===== src/rtl/day1_pkg.sv =====
// day1_pkg: default widths, sum type and saturating add shared by the calorie reducer
package day1_pkg;
   localparam int DEF_DATA_W = 32;
   localparam int DEF_SUM_W  = 32;
   typedef logic [DEF_SUM_W-1:0] sum_t;
   function automatic sum_t sat_add(input sum_t a, input sum_t b);
      logic [DEF_SUM_W:0] s;
      s = {1'b0, a} + {1'b0, b};
      return s[DEF_SUM_W] ? '1 : s[DEF_SUM_W-1:0];
   endfunction
endpackage


===== src/rtl/day1_topk_insert.sv =====
// day1_topk_insert: combinational sorted insertion of a candidate into K descending registers
module day1_topk_insert
   import day1_pkg::*;
#(
   parameter int K     = 3,
   parameter int SUM_W = DEF_SUM_W
) (
   input  logic [K-1:0][SUM_W-1:0] regs,
   input  logic [SUM_W-1:0]        cand,
   output logic [K-1:0][SUM_W-1:0] ins
);
   logic [K-1:0] gt;
   for (genvar i = 0; i < K; i++) begin : g_slot
      // strict compare so an equal candidate lands below the existing entry
      assign gt[i] = cand > regs[i];
      if (i == 0) begin : g_head
         assign ins[i] = gt[i] ? cand : regs[i];
      end else begin : g_tail
         assign ins[i] = gt[i] ? (gt[i-1] ? regs[i-1] : cand) : regs[i];
      end
   end
endmodule


===== src/rtl/day1_calorie_max.sv =====
// day1_calorie_max: streaming group-sum max reducer; DAY1_TOP3_EN adds a sorted top-3 and top3_sum
module day1_calorie_max
   import day1_pkg::*;
#(
   parameter int DATA_W = DEF_DATA_W,
   parameter int SUM_W  = DEF_SUM_W
) (
   input  logic              clk,
   input  logic              rst_n,
   input  logic              clear,
   input  logic              in_valid,
   input  logic [DATA_W-1:0] in_data,
   input  logic              in_sep,
   input  logic              in_last,
   output logic [SUM_W-1:0]  max_sum,
   output logic [SUM_W-1:0]  top3_sum,
   output logic              done
);
`ifdef DAY1_TOP3_EN
   localparam int K = 3;
`else
   localparam int K = 1;
`endif
   function automatic logic [SUM_W-1:0] sat(input logic [SUM_W-1:0] a, input logic [SUM_W-1:0] b);
      logic [SUM_W:0] s;
      s = {1'b0, a} + {1'b0, b};
      return s[SUM_W] ? {SUM_W{1'b1}} : s[SUM_W-1:0];
   endfunction
   logic                    take, close, done_q, done_d;
   logic [SUM_W-1:0]        item, acc_sum, acc_q, acc_d;
   logic [K-1:0][SUM_W-1:0] topk_q, topk_d, topk_ins;
   day1_topk_insert #(.K(K), .SUM_W(SUM_W)) u_ins (
      .regs (topk_q),
      .cand (acc_sum),
      .ins  (topk_ins)
   );
   // a separator contributes nothing, so acc_sum is the closing candidate in every case
   always_comb begin
      take    = in_valid && !done_q;
      close   = take && (in_sep || in_last);
      item    = in_sep ? '0 : SUM_W'(in_data);
      acc_sum = sat(acc_q, item);
      acc_d   = clear ? '0 : !take ? acc_q : close ? '0 : acc_sum;
      topk_d  = clear ? '0 : close ? topk_ins : topk_q;
      done_d  = clear ? 1'b0 : done_q || (take && in_last);
   end
   always_ff @(posedge clk or negedge rst_n) begin
      if (!rst_n) begin
         acc_q  <= '0;
         topk_q <= '0;
         done_q <= 1'b0;
      end else begin
         acc_q  <= acc_d;
         topk_q <= topk_d;
         done_q <= done_d;
      end
   end
   assign max_sum = topk_q[0];
   assign done    = done_q;
`ifdef DAY1_TOP3_EN
   logic [SUM_W-1:0] top3_q, top3_d;
   always_comb begin
      top3_d = clear ? '0 : close ? sat(sat(topk_ins[0], topk_ins[1]), topk_ins[2]) : top3_q;
   end
   always_ff @(posedge clk or negedge rst_n) begin
      if (!rst_n) top3_q <= '0;
      else        top3_q <= top3_d;
   end
   assign top3_sum = top3_q;
`else
   assign top3_sum = '0;
`endif
endmodule


===== config.mk =====
export PLATFORM = sky130hd
export DESIGN_NAME = day1_calorie_max
export DESIGN_NICKNAME = d
export VERILOG_FILES = /design/src/rtl/day1_pkg.sv /design/src/rtl/day1_topk_insert.sv /design/src/rtl/day1_calorie_max.sv
export SDC_FILE = /design/constraint.sdc
export NUM_CORES = 1
export LEC_CHECK = 0
export ABC_AREA = 1
export CORE_MARGIN = 2
export CORE_UTILIZATION = 40
export DETAILED_ROUTE_END_ITERATION = 10
export HOLD_SLACK_MARGIN = 0.05
export PLACE_DENSITY = 0.69
export SETUP_SLACK_MARGIN = 0.3
export SLEW_MARGIN = 20
export SYNTH_ARGS = -nofsm -noshare
export SYNTH_HDL_FRONTEND = slang
export SYNTH_HIERARCHICAL = 1
export SYNTH_SLANG_ARGS = --single-unit
export TNS_END_PERCENT = 50

===== constraint.sdc =====
create_clock -name clk -period 4.75 [get_ports clk]
set_clock_uncertainty 0.15 [all_clocks]
set_input_delay 0.95 -clock clk [delete_from_list [all_inputs] [get_ports clk]]
set_output_delay 0.95 -clock clk [all_outputs]
set_load 0.05 [all_outputs]

**After elaboration in Yosys (flattened, before gate mapping)**

Cells that the tools add are included.

- Mux-type cells: 9
- Add/sub/neg operators: 1
- $lt $le $gt $ge: 1
- Reductions and logical operators: 10

Operators by type and width:

| operator | count |
|---|---|
| two-way mux 32 bit | 8 |
| adder 32 x 32 -> 33 bit | 1 |
| > comparator 32 bit | 1 |
| nonzero test 2 bit | 3 |
| logical AND 1 bit | 3 |
| logical OR 1 bit | 2 |
| AND reduction 2 bit | 1 |
| logical NOT 1 bit | 1 |
| two-way mux 1 bit | 1 |

- Bits in registers: 65
- Output and inout bits: 65

**Logic depth before layout (Yosys ltp)**

Gate-level depths: netlist of run 1.

- Depth in word-level cells: 7
- Depth in mapped cells: 34

**By module**

Netlist of run 1, hierarchy kept.

By module, submodules not included:

| module | area each (um^2) | sequential area each (um^2) | instances | cells each |
|---|---|---|---|---|
| day1_calorie_max | 5,919.4 | 1,626.6 | 1 | 956 |
| day1_topk_insert | 1,570.3 | 0.0 | 1 | 246 |

**Worst setup path after synthesis of run 1**

Ideal clock, no wire load.

- Path kind: input port to flip-flop
- Start point: input port in_sep
- End point: register topk_q, in the netlist max_sum[18]
- Cell stages on the path: 29
- Arrival time: 4.487 ns
- Library setup time: 0.068 ns
- Setup slack: 0.045 ns
- Buffers on the path: 4
- Cell sequence: clkbuf_1 clkbuf_1 nor2_1 ha_1 fa_1 nand3_1 nand3_2 nand2_1 nand2_1 nand2_1 nand2_2 a21oi_4 buf_12 nand3_4 ha_1 nand2_1 inv_2 nand2_1 nand2_1 nand2_1 nand3_1 a21oi_2 nand2_4 nand2_4 buf_12 nand2_2 nand2_2 nand3_1 nand2_1

- Cells in the longest elaborated chain, start to end: 6
- Elaborated cells on any way between the ends: 12
- Classes of those cells: add/sub (1); order compare (1); mux (5); reduce/logical (5)

Ends and longest elaborated chain:

| item | RTL line | source |
|---|---|---|
| start: declaration | day1_calorie_max.sv:13 | `input logic in_sep,` |
| two-way mux 32 bit | day1_calorie_max.sv:41 | `item = in_sep ? '0 : SUM_W'(in_data);` |
| adder 32 x 32 -> 33 bit | day1_calorie_max.sv:26 | `s = {1'b0, a} + {1'b0, b};` |
| two-way mux 32 bit | day1_calorie_max.sv:27 | `return s[SUM_W] ? {SUM_W{1'b1}} : s[SUM_W-1:0];` |
| net acc_sum[19] | day1_calorie_max.sv:30 | `logic [SUM_W-1:0] item, acc_sum, acc_q, acc_d;` |
| > comparator 32 bit | day1_topk_insert.sv:15 | `assign gt[i] = cand > regs[i];` |
| nonzero test 2 bit (no line) | - |  |
| AND reduction 2 bit (no line) | - |  |
| end signal: assignment | day1_calorie_max.sv:54 | `topk_q <= topk_d;` |
| end: declaration | day1_calorie_max.sv:31 | `logic [K-1:0][SUM_W-1:0] topk_q, topk_d, topk_ins;` |

The timed path passes the listed nets, and every way through them passes these cells. The select of a mux whose other input is x is not followed.
A chain may end at the register's enable or synchronous reset.

**Worst setup path in the final report of run 1**

- Start point: input port in_data[24]
- End point: register topk_q, in the netlist max_sum[2]

- Cells in the longest elaborated chain, start to end: 6
- Elaborated cells on any way between the ends: 9
- Classes of those cells: add/sub (1); order compare (1); mux (5); reduce/logical (2)

Ends and longest elaborated chain:

| item | RTL line | source |
|---|---|---|
| start: declaration | day1_calorie_max.sv:12 | `input logic [DATA_W-1:0] in_data,` |
| two-way mux 32 bit | day1_calorie_max.sv:41 |  |
| adder 32 x 32 -> 33 bit | day1_calorie_max.sv:26 |  |
| two-way mux 32 bit | day1_calorie_max.sv:27 |  |
| net acc_sum[28] | day1_calorie_max.sv:30 |  |
| > comparator 32 bit | day1_topk_insert.sv:15 |  |
| nonzero test 2 bit (no line) | - |  |
| AND reduction 2 bit (no line) | - |  |

The timed path passes the listed nets, and every way through them passes these cells. The select of a mux whose other input is x is not followed.

==> metrics.yaml, run 1 <==
outcome: "completed"
critPathKind: "in2reg"
p_total_w: 0.00277
syn_avg_cell_area_um2: 6.23
grt_pass1_wl_um: 38600
finalNonFillerCells: 1708
switchingPower_w: 0.00109
netlist_area_um2: 7490
cts_buffer_depth: 2
switching_share_pct: 39.5
dp.cells: 1632
cap_violations: 0
synth_edf_count: 0
hp-start: "acc_q[2]$_DFFE_PN0P_"
slew_viol_final: 0
cts_tree: "done"
max_slew_margin_pct: 18.9
p_clk_share_pct: 27.8
area_growth_pct: 55.8
cts_buffers: 9
max_slew.worst_pin.slew_ns: 1.22
cpLargestDelayFamily: "simple AND/OR/NAND/NOR gates"
die_area_um2: 19800
core_um2: 18500
drive_gt1_share_pct: 37.7
antenna_found_initial: 0
timing.rr.end: "max_sum[2]$_DFFE_PN0P_"
path_max_fanout: 4
wl_um: 27000
critPathCaptureType: "flip-flop"
nNetsFinal: 1572
grtUsageTotal_pct: 24.2
first_pass_iters: 6
rows: 50
seq_area_frac_synth_pct: 21.7
start_kind: "primary input"
viasPerCell: 5.07
critPathMostFrequentCell: "nand2_2"
diodes: 0
rsz0062_at_grt: "true"
ys_async_sr_fraction_pct: 100
insertion_delay_ns: 0.34
h-tree-depth: 3
pre_cts_ws_ns: -0.440
portBuffers: 70
gr-total-overflow: 0
synth_cell_types: 40
r2r_setup_slack_ns: 0.62
finalSetupViolations: 0
pwr_density_cell_nw_per_um2: 237
synth_commonest_cells: "nand2_1 (391), inv_1 (208), nand3_1 (107)"
grt_start_max_net_pins: 44
clock_sinks: 65
synth_cells: 1202
critPathRequiredTime_ns: 4.82
synth_most_common_cell: "nand2_1"
ys_ff_latch: 65
dr_total_vias: 8655
path_clk_slew_ns: 0.06
p_comb_share_pct: 48.7
netlist_top_cells_area: "dfrtp_1 (22%), nand2_1 (20%), ha_1 (11%)"
period_needed_ns: 4.55
dpl.hpwl_um: 17700
die_x_um: 141
p_leak_nw: 6.68
vdd_drop_max_uv: 221
die_y_um: 141
whs_ns: 0.352
slowest_stage: "clkdlybuf4s50_1"
whs_endpoint: "acc_q[2]$_DFFE_PN0P_"
yosys.area.top_type: "dfrtp_1"
yosysWarnings: 6
grt_pass1_vias: 7768
post-route-period-util_pct: 95.8
max_freq_ghz: 0.220
regToRegStartpoint: "acc_q[0]$_DFFE_PN0P_"
hp-class: "reg2reg"
r2r_cells: 26
start_util_pct: 40.4
ant_nets: 0
drc: 0
drtIter0Drc: 782
synthFlopType: "dfrtp_1"
synth_top_area_share_pct: 21.7
pin_count: 103
hold_viol: 0
gp_congestion: 0.964
p_int_w: 0.00167
setup_ws_ns: 0.201
crit_arrival_ns: 4.62
clock-root-buffer: "clkbuf_16"
max_stage_delay_ns: 0.46
wl_per_cell_um: 15.8
seq_power_share_pct: 23.5
path_buf_inv: 7
whs_path_depth: 2
final cells by class:
| cell class | count | area, um^2 |
|---|---|---|
| Sequential cell | 65 | 1630 |
| Clock buffer | 9 | 225 |
| Clock inverter | 7 | 119 |
| Multi-Input combinational cell | 889 | 5860 |
| Inverter | 214 | 806 |
| Fill cell | 1499 | 6850 |
| Tap cell | 234 | 293 |
| Timing Repair Buffer | 290 | 2740 |
registers in the layout, summed over array words and instances (netlist names):
name     count
acc_q       32
max_sum     32
done         1
power by group through the flow:
| stage | Clock (W) | Combinational (W) | Sequential, W |
|---|---|---|---|
| 2_1_floorplan | 0 | 0.000576 | 0.000762 |
| 3_3_place_gp | 0 | 0.000973 | 0.000652 |
| 3_5_place_dp | 0 | 0.000988 | 0.000652 |
| 4_1_cts | 0.000773 | 0.00113 | 0.000644 |
| 5_1_grt | 0.000801 | 0.00142 | 0.000654 |
| 6_report | 0.000769 | 0.00135 | 0.000649 |
metrics by stage:
stage | util (%) | area, um^2 | setup TNS (ns)
after detailed placement | 51.0 | 9440 | -13.27
after global routing | 63.0 | 11700 | 0
after CTS | 56.4 | 10400 | 0
final | 63.0 | 11700 | 0
after global placement | 51.0 | 9440 | -10.35
after floorplan | - | 7620 | 0
how the worst max path moves through the flow:
stage	startpoint	to	slack, ns	depth (start not counted)
floorplan	in_sep	max_sum[18]$_DFFE_PN0P_	0.31	29
global placement	in_sep	max_sum[16]$_DFFE_PN0P_	-0.36	27
detailed placement	in_sep	max_sum[20]$_DFFE_PN0P_	-0.44	28
CTS	in_data[13]	max_sum[30]$_DFFE_PN0P_	0.28	33
global route	in_data[20]	max_sum[16]$_DFFE_PN0P_	0.04	27
finish	in_data[24]	max_sum[2]$_DFFE_PN0P_	0.20	28
cell usage in the layout, fill, tap and decap left out, types with 21 or more instances in the layout:
cell / count
ha_4: 32
dfrtp_1: 65
clkdlybuf4s50_1: 42
nand3_1: 89
conb_1: 32
inv_2: 34
nor2_4: 26
inv_1: 179
ha_1: 31
nand2_2: 119
buf_4: 191
nand2_1: 318
nand2_4: 21
o21ai_0: 41
dlymetal6s2s_1: 25
nor2_1: 41
what timing repair did:
| action | 4_1_cts | 5_1_grt |
|---|---|---|
| buffers inserted | 26 | 28 |
| hold buffers | 0 | 0 |
| cloned | 4 | 2 |
| setup endpoints to repair | 32 | 32 |
| gates resized for setup | 70 | 248 |
| pin swaps | 18 | 156 |
logic make-up (layout without fill, tap and decap cells):
family / count (synthesis) / after routing / synth area share (%)
and+or+nand+nor: 698 / 698 / 43.1
adders and majority gates: 65 / 65 / 11.0
xor gates and xnor gates: 14 / 14 / 1.64
DFF: 65 / 65 / 21.7
AOI/OAI and AO/OA: 80 / 80 / 5.75
other: 1 / 32 / 0.0501
buffers and inverters: 279 / 520 / 16.8
layer usage:
metal  GRT usage (%)  part of all wire (%)  vias up
met5               0                     0        -
met4            8.95                   4.1        0
met3            2.31                   5.3       82
met2            39.3                    48      349
met1            33.5                    43     4059
li1                -                     -     4165
worst reg2reg max path, delay by kind of cell (launching register included):
family          cells  cell delay [ns]
flops               1             0.41
buf+inv             4             0.57
compound gates      1             0.27
simple gates       18             1.74
fa+ha+maj           3             0.87
Power figures use the tool's default switching activity.
==> run 2, diff against run 1 <==
--- a/config.mk
+++ b/config.mk
@@ -5,12 +5,11 @@
 export SDC_FILE = /design/constraint.sdc
 export NUM_CORES = 1
 export LEC_CHECK = 0
-export ABC_AREA = 1
 export CORE_MARGIN = 2
 export CORE_UTILIZATION = 40
 export DETAILED_ROUTE_END_ITERATION = 10
 export HOLD_SLACK_MARGIN = 0.05
-export PLACE_DENSITY = 0.69
+export PLACE_DENSITY = 0.71
 export SETUP_SLACK_MARGIN = 0.3
 export SLEW_MARGIN = 20
 export SYNTH_ARGS = -nofsm -noshare
==> run 2 against run 1 <==
  * The flow now finishes with violations (setup timing)
  * Area after synthesis shrank 16%
  * Clock power decreased by 11%
  * Largest cell class unchanged
  * Global-route usage grew 1.5 points
  * Critical path type unchanged
==> metrics.yaml, run 2 <==
rows: 45
cts.hold.buffers_added: 0
ant_nets: 0
finalNonFillerCells: 1192
setup_ws_ns: -0.958
r2r_setup_slack_ns: -0.48
post-route-period-util_pct: 120
cap_violations: 0
nNetsFinal: 1079
max_stage_delay_ns: 0.48
multi_input_area_um2: 4990
drtIter0Drc: 618
ys_async_sr_fraction_pct: 100
die_x_um: 130
synth_most_common_cell: "nand2_1"
max_slew_margin_pct: 24.7
portBuffers: 70
period_needed_ns: 5.71
whs_ns: 0.356
die_y_um: 130
dp.cells: 1103
antenna_found_initial: 0
cts_buffers: 9
whs_path_depth: 2
fillCellCount: 1143
synth_cell_types: 70
outcome: "finished with violations"
hp-class: "reg2reg"
path_buf_inv: 6
clock_sinks: 65
drc: 0
pin_count: 103
synth_edf_count: 0
viasPerCell: 5.45
path_max_fanout: 5
slowest_stage: "clkdlybuf4s50_1"
seq_area_frac_synth_pct: 25.8
cts_buffer_depth: 2
synth_top_area_share_pct: 25.8
final_util_pct: 64.6
area_growth_pct: 57.0
wl_per_cell_um: 18.8
ys_ff_latch: 65
gr-total-overflow: 0
synthFlopType: "dfrtp_1"
insertion_delay_ns: 0.35
layout_commonest_cell: "buf_4"
start_util_pct: 41.1
dpl.hpwl_um: 13400
max_slew.worst_pin.slew_ns: 1.13
diodes: 0
slew_viol_final: 0
regToRegStartpoint: "acc_q[0]$_DFFE_PN0P_"
dr_total_vias: 6502
syn_avg_cell_area_um2: 8.94
max_freq_ghz: 0.175
h-tree-depth: 3
netlist_area_um2: 6300
die_area_um2: 16800
core_um2: 15300
cpLargestDelayFamily: "simple AND/OR/NAND/NOR gates"
grt_pass1_vias: 6544
grtUsageTotal_pct: 25.7
synth_cells: 705
yosysWarnings: 6
p_leak_nw: 4.72
start_kind: "primary input"
critPathKind: "in2reg"
gp_congestion: 0.922
yosys.area.top_type: "dfrtp_1"
synth_commonest_cells: "nand2_1 (74), dfrtp_1 (65), ha_1 (64)"
hold_viol: 0
cts_tree: "done"
crit_arrival_ns: 5.74
drive_gt1_share_pct: 40.6
timing.rr.end: "max_sum[20]$_DFFE_PN0P_"
r2r_cells: 24
clock-root-buffer: "clkbuf_16"
grt_start_max_net_pins: 65
path_cells: "clkdlybuf4s50_1 -> nor2b_4 -> ha_4 -> buf_4 -> nand4_1 -> nor3_2 -> a221oi_2 -> nand3b_1 -> o21ai_2 -> a21oi_1 -> or3_1 -> a21o_1 -> ha_4 -> nand4_1 -> buf_4 -> nor4_4 -> nand3_2 -> a22oi_4 -> buf_6 -> buf_12 -> buf_16 -> mux2_4 -> nand2b_1 -> o21ai_1"
critPathRequiredTime_ns: 4.78
grt_pass1_wl_um: 33400
wl_met3_um: 1570
critPathCaptureType: "flip-flop"
p_total_w: 0.00260
wl_met2_um: 10600
wl_met1_um: 9220
finalSetupViolations: 32
highest_layer: "met4"
final_cell_mix: "buf_4 (198), nand2_1 (69), dfrtp_1 (65)"
rsz0062_at_grt: "true"
path_clk_slew_ns: 0.06
pre_cts_ws_ns: -1.50
wl_um: 22400
pwr_density_cell_nw_per_um2: 263
netlist_top_cells_area: "dfrtp_1 (26%), ha_1 (13%), mux2_4 (7.1%)"
whs_endpoint: "acc_q[30]$_DFFE_PN0P_"
seq_area_um2: 1630
first_pass_iters: 6
violations: "setup timing"
vdd_drop_max_uv: 236
hp-start: "acc_q[30]$_DFFE_PN0P_"
-- run 2: power by group --
group	switching, W	total, W	internal, W
registers	0.0000485	0.000644	0.000595
logic	0.000662	0.00127	0.000612
clock network	0.000263	0.000682	0.000420
total	0.000973	0.00260	0.00163
-- run 2: cell families after synthesis --
family          Yosys count  synth area share [%]
compound gates          181                  20.5
simple gates            233                  20.6
buf+inv                 101                  8.74
xor+xnor                 24                  3.34
flops                    65                  25.8
other cells               1                0.0595
mux                      35                  7.98
fa+ha+maj                65                  13.0
-- run 2: layout make-up --
cell class                      instances  share of cell area, %
Multi-Input combinational cell        570                   50.5
Timing Repair Buffer                  291                   26.0
Sequential cell                        65                   16.4
Tap cell                              211                   2.67
Clock buffer                           13                   2.53
Inverter                               39                   1.48
Clock inverter                          3                  0.405
-- run 2: metrics by stage --
stage	setup TNS (ns)	area, um^2
floorplan	-16.20	6520
global placement	-43.15	8200
detailed placement	-46.60	8200
CTS	-17.08	9690
global route	-33.24	9890
finish	-27.89	9890
-- run 2: worst register-to-register path, stage by stage, from the launching register on --
cell and delay [ns]:
dfrtp_1 0.41, ha_2 0.20, fa_2 0.37, a211oi_4 0.27, o21ai_2 0.14, a31oi_4 0.24, buf_6 0.13, buf_6 0.09
o21ai_4 0.06, a41o_1 0.26, a221oi_2 0.25, xor2_1 0.22, nand2_2 0.11, ha_4 0.27, nand4_1 0.14, buf_4 0.19
nor4_4 0.33, nand3_2 0.15, a22oi_4 0.25, buf_6 0.17, buf_12 0.12, buf_16 0.12, mux2_4 0.29, nand2b_1 0.08
o21ai_1 0.07
-- run 2: per-layer routing --
metal,vias up,global-route usage (%)
li1,2966,-
met1,3122,32.2
met2,316,42.8
met3,98,5.04
met4,0,11.9
met5,-,0
-- run 2: timing repair --
item	CTS	global route
pin swaps	67	27
setup buffers	59	9
cloned	5	0
setup endpoints to repair	32	32
resized for setup	143	27
-- run 2: worst max-delay path by stage --
| stage | slack, ns | end | from | depth (start not counted) |
|---|---|---|---|---|
| final | -0.96 | max_sum[20]$_DFFE_PN0P_ | in_data[19] | 24 |
| after global routing | -1.12 | max_sum[20]$_DFFE_PN0P_ | in_data[19] | 24 |
| after CTS | -0.59 | max_sum[20]$_DFFE_PN0P_ | in_sep | 25 |
| after detailed placement | -1.50 | max_sum[14]$_DFFE_PN0P_ | in_sep | 23 |
| after global placement | -1.38 | max_sum[13]$_DFFE_PN0P_ | in_sep | 23 |
| after floorplan | -0.52 | max_sum[1]$_DFFE_PN0P_ | in_sep | 24 |
